===== config.mk =====
export PLATFORM = sky130hd
export DESIGN_NAME = opb_register_bank_ppc2simulink
export DESIGN_NICKNAME = d
export VERILOG_FILES = /design/src/rtl/opb_regbank_pkg.sv /design/src/rtl/opb_reg_cell.sv /design/src/rtl/opb_register_bank_ppc2simulink.sv
export SDC_FILE = /design/constraint.sdc
export NUM_CORES = 1
export LEC_CHECK = 0
export BUFFER_PORTS_ARGS = -buffer_cell sky130_fd_sc_hd__buf_2
export CAP_MARGIN = 20
export CORE_MARGIN = 2
export CORE_UTILIZATION = 30
export CTS_CLUSTER_SIZE = 8
export DETAILED_ROUTE_END_ITERATION = 6
export GPL_TIMING_DRIVEN = 0
export SLEW_MARGIN = 0
export SYNTH_ARGS = -nofsm -noshare
export SYNTH_HDL_FRONTEND = slang
export SYNTH_SLANG_ARGS = --single-unit

===== constraint.sdc =====
create_clock -name OPB_Clk -period 3.1 [get_ports OPB_Clk]
set_clock_uncertainty 0.2 [all_clocks]
set_input_delay 0.93 -clock OPB_Clk [delete_from_list [all_inputs] [get_ports OPB_Clk]]
set_output_delay 0.93 -clock OPB_Clk [all_outputs]
set_load 0.02 [all_outputs]

===== src/rtl/opb_regbank_pkg.sv =====
// Shared types and helpers for the OPB register bank: FSM states, register modes, byte-lane mask.
// No logic of its own; latency and backpressure are set by the modules that import it.
package opb_regbank_pkg;

  typedef enum logic {IDLE, ACK} state_t;

  localparam logic [1:0] LEVEL = 2'd0;
  localparam logic [1:0] PULSE = 2'd1;
  localparam logic [1:0] RO    = 2'd2;

  function automatic int clog2(input int n);
    int r;
    r = 0;
    for (int k = 0; k < 31; k++) begin
      if ((1 << k) < n) r = k + 1;
    end
    return r;
  endfunction

  // be[3] is OPB_BE[0] and covers register bits 31:24
  function automatic logic [31:0] be_mask(input logic [3:0] be);
    logic [31:0] m;
    m = '0;
    for (int k = 0; k < 4; k++) begin
      m[8*k +: 8] = {8{be[k]}};
    end
    return m;
  endfunction

endpackage


===== src/rtl/opb_reg_cell.sv =====
// One 32-bit register (level, self-clearing pulse, or read-only capture) with byte-masked write.
// Write lands on the edge after wr_vld, strobe follows one cycle later; no backpressure.
module opb_reg_cell
  import opb_regbank_pkg::*;
#(
  parameter logic [1:0]  MODE      = LEVEL,
  parameter logic [31:0] RESET_VAL = '0
) (
  input  logic        clk,
  input  logic        rst,
  input  logic        wr_vld,
  input  logic [3:0]  wr_be,
  input  logic [31:0] wr_dat,
  input  logic        rd_sample,
  input  logic [31:0] user_in,
  output logic [31:0] reg_dat,
  output logic [31:0] rd_dat,
  output logic        wr_stb
);

  logic [31:0] val_q;
  logic [31:0] shadow_q;
  logic [31:0] mask;
  logic [31:0] base;
  logic [31:0] merged;

  // a pulse register merges into the last written value, not the cleared one
  assign mask   = be_mask(wr_be);
  assign base   = (MODE == PULSE) ? shadow_q : val_q;
  assign merged = (base & ~mask) | (wr_dat & mask);

  always_ff @(posedge clk) begin
    if (rst) begin
      val_q    <= RESET_VAL;
      shadow_q <= RESET_VAL;
      wr_stb   <= 1'b0;
    end else begin
      wr_stb <= wr_vld && (MODE != RO);
      if (MODE == RO) begin
        if (rd_sample) shadow_q <= user_in;
      end else if (wr_vld) begin
        val_q    <= merged;
        shadow_q <= merged;
      end else if (MODE == PULSE) begin
        val_q <= RESET_VAL;
      end
    end
  end

  assign reg_dat = val_q;
  assign rd_dat  = (MODE == LEVEL) ? val_q : shadow_q;

endmodule


===== src/rtl/opb_register_bank_ppc2simulink.sv =====
// OPB slave exposing C_NUM_REGS 32-bit registers (level / pulse / read-only) to user logic.
// Ack is seen by the master 2 edges after select rises; one transfer per 2 cycles; never stalls further.
module opb_register_bank_ppc2simulink
  import opb_regbank_pkg::*;
#(
  parameter logic [31:0] C_BASEADDR   = 32'h01003800,
  parameter logic [31:0] C_HIGHADDR   = 32'h010038FF,
  parameter int          C_OPB_AWIDTH = 32,
  parameter int          C_OPB_DWIDTH = 32,
  parameter int          C_NUM_REGS   = 4,
  parameter logic [63:0] C_PULSE_MASK = '0,
  parameter logic [63:0] C_RO_MASK    = '0,
  parameter logic [C_NUM_REGS*32-1:0] C_RESET_VAL = '0
) (
  input  logic                       OPB_Clk,
  input  logic                       OPB_Rst,
  input  logic [0:C_OPB_AWIDTH-1]    OPB_ABus,
  input  logic [0:3]                 OPB_BE,
  input  logic [0:C_OPB_DWIDTH-1]    OPB_DBus,
  input  logic                       OPB_RNW,
  input  logic                       OPB_select,
  input  logic                       OPB_seqAddr,
  output logic [0:C_OPB_DWIDTH-1]    Sl_DBus,
  output logic                       Sl_xferAck,
  output logic                       Sl_errAck,
  output logic                       Sl_retry,
  output logic                       Sl_toutSup,
  output logic [C_NUM_REGS*32-1:0]   user_data_out,
  output logic [C_NUM_REGS-1:0]      user_wr_stb,
  input  logic [C_NUM_REGS*32-1:0]   user_data_in
);

  localparam int IDX_W = (C_NUM_REGS > 1) ? clog2(C_NUM_REGS) : 1;

  typedef struct packed {
    logic             hole;
    logic [IDX_W-1:0] idx;
    logic             rnw;
    logic [3:0]       be;
    logic [31:0]      dat;
  } req_t;

  state_t      state_q, state_nxt;
  req_t        req_q;
  logic        cap_vld;
  logic        hit;
  logic [31:0] addr;
  logic [31:0] off;
  logic [29:0] word;
  logic        hole_d;
  logic [IDX_W-1:0] idx_d;
  logic        ack_vld;
  logic        wr_go;
  logic [31:0] rd_word;
  logic [31:0] rd_dat [C_NUM_REGS];
  logic        unused_ok;

  assign addr   = OPB_ABus;
  assign hit    = OPB_select && (addr >= C_BASEADDR) && (addr <= C_HIGHADDR);
  assign off    = addr - C_BASEADDR;
  assign word   = off[31:2];
  assign hole_d = (word >= 30'(C_NUM_REGS));
  assign idx_d  = word[IDX_W-1:0];
  assign unused_ok = ^{OPB_seqAddr, off[1:0]};

  always_ff @(posedge OPB_Clk) begin
    if (OPB_Rst) state_q <= IDLE;
    else         state_q <= state_nxt;
  end

  always_comb begin
    state_nxt = state_q;
    cap_vld   = 1'b0;
    case (state_q)
      IDLE: begin
        if (hit) begin
          state_nxt = ACK;
          cap_vld   = 1'b1;
        end
      end
      ACK:     state_nxt = IDLE;
      default: state_nxt = IDLE;
    endcase
  end

  always_ff @(posedge OPB_Clk) begin
    if (OPB_Rst) begin
      req_q <= '0;
    end else if (cap_vld) begin
      req_q <= '{hole: hole_d, idx: idx_d, rnw: OPB_RNW, be: OPB_BE, dat: OPB_DBus};
    end
  end

  // reset in the ack cycle drops the transfer: no ack seen, no write committed
  assign ack_vld = (state_q == ACK) && !OPB_Rst;
  assign wr_go   = ack_vld && !req_q.rnw && !req_q.hole;

  for (genvar i = 0; i < C_NUM_REGS; i++) begin : g_reg
    localparam logic [1:0] MODE_I = C_RO_MASK[i]    ? RO :
                                    C_PULSE_MASK[i] ? PULSE : LEVEL;
    opb_reg_cell #(
      .MODE      (MODE_I),
      .RESET_VAL (C_RESET_VAL[32*i +: 32])
    ) u_cell (
      .clk       (OPB_Clk),
      .rst       (OPB_Rst),
      .wr_vld    (wr_go && (req_q.idx == IDX_W'(i))),
      .wr_be     (req_q.be),
      .wr_dat    (req_q.dat),
      .rd_sample (cap_vld && !hole_d && (idx_d == IDX_W'(i))),
      .user_in   (user_data_in[32*i +: 32]),
      .reg_dat   (user_data_out[32*i +: 32]),
      .rd_dat    (rd_dat[i]),
      .wr_stb    (user_wr_stb[i])
    );
  end

  assign rd_word    = rd_dat[req_q.idx];
  assign Sl_DBus    = (ack_vld && req_q.rnw && !req_q.hole) ? rd_word : '0;
  assign Sl_xferAck = ack_vld;
  assign Sl_errAck  = 1'b0;
  assign Sl_retry   = 1'b0;
  assign Sl_toutSup = 1'b0;

endmodule


==> results.json, run 1 <==
{
  "outcome": "finished, final reports clean",
  "clkTransAtPathRegs_ns": 0.07,
  "ys_seq_area_share_pct": 46.02,
  "clock-sinks": 173,
  "netlist_instances": 831,
  "end_kind": "output pin",
  "synth_area_sq_um": 7526,
  "required_ns": 1.97,
  "track_usage_pct": 20.89,
  "ir_worst_vdd_v": 0.0002802,
  "hold_viol": 0,
  "cp.buffers_inverters": 4,
  "fin_crit_ns": 3.087,
  "die_x_um": 162.4,
  "preCtsSetupSlack_ns": -0.9671,
  "vias_per_cell": 5.048,
  "cp_cell_sequence": "buf_6, nor3b_4, buf_6, clkbuf_16, and3_1, buf_2",
  "power_leakage_uw": 0.003966,
  "synth.distinct_cells": 37,
  "fin_setup_tns_ns": 0,
  "fmax_mhz": 324.0,
  "critPathMaxStageDelay_ns": 0.19,
  "timing_worst_setup_path_type": "input port to output pin",
  "synth-edff-count": 0,
  "firstDrtPassIters": 5,
  "regArea_sq_um": 3468,
  "start_util_pct": 30.77,
  "setup_violations": 0,
  "crit_family": "buffers and inverters",
  "cts.path.max_buffers": 2,
  "die-area_sq_um": 26370,
  "ios": 369,
  "power_density_nw_per_um2": 459.4,
  "ant_nets": 0,
  "postCtsHoldBufs": 0,
  "wirelength_um": 27520,
  "critPathLaunchType": "input port",
  "core_region_area_sq_um": 24460,
  "cts_root_buf": "clkbuf_16",
  "fillers": 2506,
  "drtIter0Drc": 434,
  "drive_above_1_share_pct": 36.24,
  "hold_ws_ns": 0.2677,
  "syn_area_per_cell_sq_um": 9.057,
  "drt_drc_violations_left": 0,
  "cts_max_level": 4,
  "synth_ff_type": "dfxtp_1",
  "synth_warnings": 0,
  "multi_input_area_sq_um": 3720,
  "synth_top_area_share_pct": 46.02,
  "vias": 7193,
  "die_y_um": 162.4,
  "arrival_ns": 1.96,
  "relSlewSlack_pct": 43.38,
  "cts_tree": "built",
  "slew_violations": 0,
  "hold_class": "flip-flop to flip-flop",
  "grt_pass1_vias": 6926,
  "synth-seq-cells": 173,
  "synth_area_leader_cell": "dfxtp_1",
  "place_congestion": 0.8450,
  "slowest_stage": "nor3b_4",
  "critPathMaxFanout": 10,
  "num_rows": 57,
  "synth_area_leaders": "dfxtp_1 46%, mux4_2 9.6%, nand2_1 8.8%",
  "cts_inserted_buffers": 17,
  "io_buffers": 233,
  "synth_most_common_cell": "nand2_1",
  "synth_common_cells": "177 x nand2_1, 173 x dfxtp_1, 100 x a21oi_1, 98 x nand3_1, 41 x clkbuf_1",
  "area_delta_synth_final_pct": 31.60,
  "period_share_pct": 99.57,
  "tightestPinTransition_ns": 0.8493,
  "drv_cap": 0,
  "grt-ovfl-total": 0,
  "grt_max_degree": 17,
  "synthArstFlopShare_pct": 0,
  "clk_latency_ns": 0.43,
  "antenna_found_initial": 1,
  "fin_nets": 1290,
  "grt_pass1_wl_um": 41150,
  "power_uw": 4550,
  "place_hpwl_um": 20080,
  "antenna_cells": 0,
  "fin_ws_ns": 0.01342,
  "rsz0062_at_grt": "true",
  "post-route-util_pct": 40.49,
  "cp_common_cell": "buf_6",
  "wl_per_cell_um": 19.31
}
[final cells by class]
type                       count  area share (%)
multi-input combinational    586           37.56
sequential                   173           35.02
timing repair buffer         238           12.41
buffer                        72           4.914
clock buffer                  19           4.472
tap                          324           4.093
clock inverter                13           1.541
[cells by family (layout without fill, tap and decap cells)]
family                   Yosys count  after routing  synth area share [%]
AND/OR/NAND/NOR                  379            379                 23.77
flip-flops                       173            173                 46.02
AO/OA/AOI/OAI                    138            138                 10.96
buffers and inverters             74            342                 5.087
multiplexers                      64             64                 13.83
adder cells (fa/ha/maj)            1              1                0.1662
other                              1              3               0.04983
XOR/XNOR                           1              1                0.1164
[cells in the final DEF (no fill, tap or decap), drive strengths merged]
| cell type | count |
|---|---|
| a211oi | 1 |
| a21oi | 135 |
| and2 | 4 |
| and3 | 33 |
| and4b | 1 |
| buf | 273 |
| bufinv | 2 |
| clkbuf | 56 |
| clkinv | 3 |
| clkinvlp | 2 |
| conb | 3 |
| dfxtp | 173 |
| ha | 1 |
| inv | 6 |
| mux2i | 32 |
| mux4 | 32 |
| nand2 | 186 |
| nand3 | 98 |
| nand4 | 2 |
| nor2 | 35 |
| nor2b | 2 |
| nor3 | 2 |
| nor3b | 3 |
| nor4 | 4 |
| nor4b | 2 |
| o21ai | 2 |
| or2 | 2 |
| or3 | 1 |
| or4 | 3 |
| or4b | 1 |
| xor2 | 1 |
[metal layers]
metal | track usage [%] | wire length [um]
met5 | 0 | 0
met4 | 5.994 | 538
met3 | 5.093 | 1971
met2 | 33.09 | 12610
met1 | 28.43 | 12410
[metrics by stage]
stage | instance area [sq um] | std cells
floorplan | 7533 | 833
global placement | 9105 | 1390
detailed placement | 9105 | 1390
CTS | 9868 | 1425
global route | 9905 | 1425
finish | 9905 | 1425
[worst reg2reg max path: stages, from the launching register on]
cell	delay (ns)
dfxtp_1	0.42
or4b_4	0.63
nor3_1	0.61
and2_1	0.24
buf_6	0.17
mux2i_1	0.19
nor2_1	0.06
[what timing repair did]
item / in CTS / in global routing
resized for setup: 39 / 15
endpoints found under the setup margin: 33 / 30
pin swaps: 1 / 1
buffers inserted: 5 / 0
[path summary, 6_finish.rpt]
path | startpoint | endpoint | slack, ns | cells past startpoint
worst max-delay path | OPB_Rst | Sl_DBus[1] | 0.01 | 6
worst min-delay path | flip-flop | flip-flop | 0.27 | 2
worst max register to register | req_q[36]$_SDFFE_PP0P_ | flip-flop | 0.45 | 6
worst min register to register | flip-flop | flip-flop | 0.27 | 2
[report_power, final]
| part | internal, uW | switching [uW] |
|---|---|---|
| registers | 2220 | 0.0000326 |
| clock network | 1230 | 974 |
| logic | 44.4 | 82.4 |
No activity file was read; power rests on OpenSTA's default activity.
==> run 2: changes to the inputs <==
--- a/config.mk
+++ b/config.mk
@@ -12,6 +12,9 @@
 export CTS_CLUSTER_SIZE = 8
 export DETAILED_ROUTE_END_ITERATION = 6
 export GPL_TIMING_DRIVEN = 0
+export PLACE_DENSITY = 0.65
+export RECOVER_POWER = 50
+export REMOVE_ABC_BUFFERS = 1
 export SLEW_MARGIN = 0
 export SYNTH_ARGS = -nofsm -noshare
 export SYNTH_HDL_FRONTEND = slang
==> run 2 against run 1 <==
Compared with the run above: utilization down 0.25 points; routed wire length down 5.8%; sequential share of layout area up 0.24 points; register-to-register slack worse by 0.19 ns; via count fell by 2.5%; global-route usage fell by 1.5 points; sequential power about the same; die area unchanged; flip-flop and latch count is the same; largest cell class unchanged.
==> results.json, run 2 (synthesis results as in run 1) <==
{
  "power_density_nw_per_um2": 470.0,
  "arrival_ns": 1.96,
  "final_common_cell": "nand2_1",
  "die_y_um": 162.4,
  "outcome": "finished, final reports clean",
  "slowest_stage": "nor3b_4",
  "grt_pass1_wl_um": 38850,
  "post-route-util_pct": 40.24,
  "clock-sinks": 173,
  "hold_depth": 2,
  "intPower_uw": 3625,
  "cp.buffers_inverters": 4,
  "postCtsHoldBufs": 0,
  "cts_root_buf": "clkbuf_16",
  "period_share_pct": 99.83,
  "ios": 369,
  "drv_cap": 0,
  "final_cell_mix": "177 x nand2_1, 171 x dfxtp_1, 132 x clkbuf_1",
  "grt_pass1_vias": 6574,
  "relSlewSlack_pct": 29.33,
  "final_area_sq_um": 9844,
  "cts.path.max_buffers": 2,
  "fmax_mhz": 323.1,
  "hold_viol": 0,
  "tightestPinTransition_ns": 1.059,
  "post_dp_cell_area_sq_um": 9002,
  "die-area_sq_um": 26370,
  "fin_setup_tns_ns": 0,
  "setup_violations": 0,
  "wirelength_um": 25920,
  "regToRegSetupSlack_ns": 0.26,
  "critPathMaxStageDelay_ns": 0.24,
  "end_kind": "output pin",
  "clk_latency_ns": 0.42,
  "place_congestion": 0.7682,
  "rsz0062_at_grt": "true",
  "crit_family": "buffers and inverters",
  "cts_max_level": 4,
  "vias": 7016,
  "timing_worst_setup_path_type": "input port to output pin",
  "hold_class": "flip-flop to flip-flop",
  "seq_power_share_pct": 48.0,
  "pwr-share-comb_pct": 2.9,
  "wl_per_cell_um": 18.81,
  "io_buffers": 234,
  "pwr-share-clk_pct": 49.2,
  "critPathLaunchType": "input port",
  "drtIter0Drc": 455,
  "start_util_pct": 30.77,
  "vias_per_cell": 5.091,
  "ant_nets": 0,
  "cts_tree": "built",
  "r2r_cells": 6,
  "required_ns": 1.97,
  "grt-ovfl-total": 0,
  "ir_worst_vdd_v": 0.0002823,
  "drive_above_1_share_pct": 24.57,
  "drt_drc_violations_left": 0,
  "antenna_found_initial": 0,
  "antenna_cells": 0,
  "cp_cell_sequence": "buf_16, nor3b_4, buf_6, buf_12, and3_4, buf_6",
  "area_delta_synth_final_pct": 30.81,
  "r2r_start": "req_q[36]$_SDFFE_PP0P_",
  "clkTransAtPathRegs_ns": 0.07,
  "die_x_um": 162.4,
  "swShare_pct": 21.66,
  "cp_common_cell": "buf_6",
  "slew_violations": 0,
  "track_usage_pct": 19.35,
  "cts_inserted_buffers": 17,
  "place_hpwl_um": 16820,
  "critPathMaxFanout": 7,
  "grt_max_degree": 95,
  "p_switching_uw": 1002,
  "power_leakage_uw": 0.003385,
  "core_region_area_sq_um": 24460,
  "firstDrtPassIters": 5,
  "num_rows": 57,
  "fin_crit_ns": 3.095,
  "fin_nets": 1244
}
==> run 2: cell types whose count changed in the layout (fill, tap and decap cells not counted), sizes merged <==
cell and change:
clkinvlp -1, inv -1, bufinv +1, bufbuf +3, clkbuf +95, buf -144
==> run 2: power groups by stage <==
stage	logic, uW	registers [uW]	clock network, uW
final	132	2220	2280
after global routing	142	2220	2420
after CTS	133	2220	2320
after detailed placement	106	2270	0
after global placement	101	2270	0
after floorplan	11.9	2270	0
==> run 2: how the worst max path moves through the flow <==
stage,from,cells past startpoint,end,slack [ns]
detailed placement,OPB_Rst,6,flip-flop,-0.95
floorplan,OPB_Rst,5,flip-flop,-0.75
global route,OPB_Rst,6,Sl_DBus[4],-0.02
CTS,OPB_Rst,6,Sl_DBus[4],0.01
global placement,OPB_Rst,6,flip-flop,-6.58
finish,OPB_Rst,6,Sl_DBus[4],0.005
==> run 2: per-layer routing <==
metal	wire length (um)	share of wire (%)	global-route usage [%]
met5	0	0	0
met4	369	1.4	5.229
met3	1855	7.2	3.998
met2	11810	46	30.52
met1	11880	46	26.99
==> run 2: worst reg2reg max path, cell delays in order, from the launching register on <==
cell and delay (ns):
dfxtp_1 0.54, or4b_4 0.70, nor3b_4 0.43, buf_8 0.26
nand2_1 0.29, nand2_1 0.20, a21oi_1 0.09
==> run 2: final cells by class <==
class | instances | area (sq um)
Clock inverter | 12 | 156.4
Timing Repair Buffer | 264 | 1623
Multi-Input combinational cell | 586 | 3725
Fill cell | 2519 | 14620
Sequential cell | 173 | 3471
Tap cell | 324 | 405.4
Clock buffer | 19 | 464.2
==> run 2: repair_timing <==
item / 4_1_cts / 5_1_grt
resized for setup: 27 / 13
setup endpoints to repair: 97 / 54
pin swaps: 2 / 3
cloned: 4 / 0
buffers inserted: 7 / 4
==> run 2: metrics by stage <==
step	std cells	hold slack (ns)	worst slack, ns	power, uW
finish	1378	0.2677	0.005322	4627
floorplan	759	0.2642	-0.7530	2284
CTS	1374	0.2669	0.01168	4671
global placement	1317	0.2552	-6.584	2374
global route	1378	0.2865	-0.02211	4776
detailed placement	1332	0.2579	-0.9453	2377
==> run 3: changes to the inputs <==
--- a/config.mk
+++ b/config.mk
@@ -8,14 +8,15 @@
 export BUFFER_PORTS_ARGS = -buffer_cell sky130_fd_sc_hd__buf_2
 export CAP_MARGIN = 20
 export CORE_MARGIN = 2
-export CORE_UTILIZATION = 30
+export CORE_UTILIZATION = 38
 export CTS_CLUSTER_SIZE = 8
 export DETAILED_ROUTE_END_ITERATION = 6
 export GPL_TIMING_DRIVEN = 0
-export PLACE_DENSITY = 0.65
+export PLACE_DENSITY = 0.73
 export RECOVER_POWER = 50
 export REMOVE_ABC_BUFFERS = 1
 export SLEW_MARGIN = 0
 export SYNTH_ARGS = -nofsm -noshare
 export SYNTH_HDL_FRONTEND = slang
+export SYNTH_HIERARCHICAL = 1
 export SYNTH_SLANG_ARGS = --single-unit
==> constraint.sdc (replaced) <==
create_clock -name OPB_Clk -period 3.2 [get_ports OPB_Clk]
set_clock_uncertainty 0.2 [all_clocks]
set_input_delay 0.96 -clock OPB_Clk [delete_from_list [all_inputs] [get_ports OPB_Clk]]
set_output_delay 0.96 -clock OPB_Clk [all_outputs]
set_load 0.02 [all_outputs]
==> run 3 against run 2 <==
Compared with the run above: the flow now finishes with violations (setup timing); largest power group unchanged; routed wire length grew 7.7%; sequential power shrank 3%; utilization grew 2.0 points; global-route usage grew 0.61 points; critical path type unchanged.
==> results.json, run 3 <==
{
  "outcome": "finished with violations",
  "failed_checks": "setup timing",
  "grt_pass1_vias": 7346,
  "place_congestion": 0.7921,
  "fin_nets": 1262,
  "r2r_start": "req_q[36]$_SDFFE_PP0P_",
  "regToRegSetupSlack_ns": 0.47,
  "setup_violations": 3,
  "cts_inserted_buffers": 17,
  "relSlewSlack_pct": 36.74,
  "syn_area_per_cell_sq_um": 9.799,
  "final_cell_mix": "167 x nand3_1, 166 x dfxtp_1, 133 x clkbuf_1",
  "critPathLaunchType": "input port",
  "ant_nets": 0,
  "final_area_sq_um": 10950,
  "netlist_instances": 1016,
  "track_usage_pct": 19.95,
  "die_y_um": 165.9,
  "drv_cap": 0,
  "slew_violations": 0,
  "tightestPinTransition_ns": 0.9490,
  "wirelength_um": 27920,
  "antenna_found_initial": 2,
  "clk_latency_ns": 0.42,
  "die-area_sq_um": 27510,
  "ir_worst_vdd_v": 0.0002628,
  "rsz0062_at_grt": "true",
  "firstDrtPassIters": 5,
  "vias": 7732,
  "arrival_ns": 2.05,
  "antenna_cells": 0,
  "start_util_pct": 38.42,
  "hold_viol": 0,
  "hp-start": "req_q[25]$_SDFFE_PP0P_",
  "final_common_cell": "nand3_1",
  "fmax_mhz": 311.2,
  "die_x_um": 165.9,
  "drt_drc_violations_left": 0,
  "cts.path.max_buffers": 2,
  "synth_area_sq_um": 9956,
  "drive_above_1_share_pct": 31.41,
  "postCtsHoldBufs": 0,
  "timing_worst_setup_path_type": "input port to output pin",
  "vias_per_cell": 5.491,
  "ios": 369,
  "place_hpwl_um": 17060,
  "num_rows": 59,
  "cts_max_level": 4,
  "fin_ws_ns": -0.01343,
  "core_region_area_sq_um": 25910,
  "fin_crit_ns": 3.213,
  "critPathMaxFanout": 42,
  "r2r_cells": 7,
  "fin_setup_tns_ns": -0.03676,
  "grt-ovfl-total": 0,
  "grt_max_degree": 92,
  "end_kind": "output pin",
  "hold_depth": 2,
  "cts_tree": "built",
  "area_delta_synth_final_pct": 9.941,
  "synth_warnings": 6,
  "cts_root_buf": "clkbuf_16",
  "clkTransAtPathRegs_ns": 0.07,
  "hold_class": "flip-flop to flip-flop",
  "period_share_pct": 100.4,
  "post_dp_cell_area_sq_um": 10200,
  "power_leakage_uw": 0.003846,
  "io_buffers": 234,
  "hold_ws_ns": 0.3185,
  "clock-sinks": 173,
  "wl_per_cell_um": 19.83,
  "power_density_nw_per_um2": 415.6,
  "grt_pass1_wl_um": 43280,
  "drtIter0Drc": 687,
  "required_ns": 2.04
}
==> run 3: cell type report <==
class,count,area (sq um)
Fill cell,2562,14970
Tap cell,335,419.2
Timing Repair Buffer,266,1688
Sequential cell,173,3475
Clock buffer,18,429.2
Clock inverter,14,206.4
Multi-Input combinational cell,601,4725
Inverter,1,3.754
==> run 3: worst max-delay path by stage <==
| stage | slack [ns] | end | start |
|---|---|---|---|
| 3_5_place_dp | -0.78 | Sl_DBus[30] | OPB_Rst |
| 2_1_floorplan | -2.49 | flip-flop | OPB_Rst |
| 6_report | -0.01 | Sl_DBus[17] | OPB_Rst |
| 4_1_cts | -0.001 | Sl_DBus[17] | OPB_Rst |
| 5_1_grt | -0.03 | Sl_DBus[26] | OPB_Rst |
| 3_3_place_gp | -7.37 | flip-flop | OPB_Rst |
==> run 3: per-layer routing <==
layer | vias up | routed length [um] | global-route usage [%]
li1 | 3594 | - | -
met3 | 40 | 1460 | 3.718
met4 | 2 | 533 | 6.352
met2 | 285 | 12860 | 31.43
met1 | 3811 | 13060 | 27.72
met5 | - | 7 | 0
==> run 3: what timing repair did <==
action                     CTS  global route
setup endpoints to repair   32            29
resized for setup           13            25
gates cloned                 2             0
buffers inserted            10             0
pin swaps                    2             1
==> run 3: power breakdown <==
group          leakage (uW)  total [uW]  internal (uW)  switching [uW]
sequential          0.00140        2150           2150       0.0000467
combinational       0.00214         118           47.2            70.7
clock              0.000311        2280           1330             950
total               0.00385        4550           3530            1020
==> run 3: through the flow <==
step	util (%)	power (uW)	setup WS [ns]	instances
floorplan	-	2212	-2.491	774
global placement	37.51	2304	-7.369	1343
detailed placement	39.35	2309	-0.7759	1364
CTS	42.64	4598	-0.001426	1408
global route	42.24	4702	-0.03426	1408
finish	42.24	4549	-0.01343	1408
==> run 3: critical path, cell delays in order <==
cell	delay, ns
buf_16	0.16
nand2b_4	0.24
nor2_4	0.15
buf_12	0.17
and3_4	0.19
buf_4	0.14
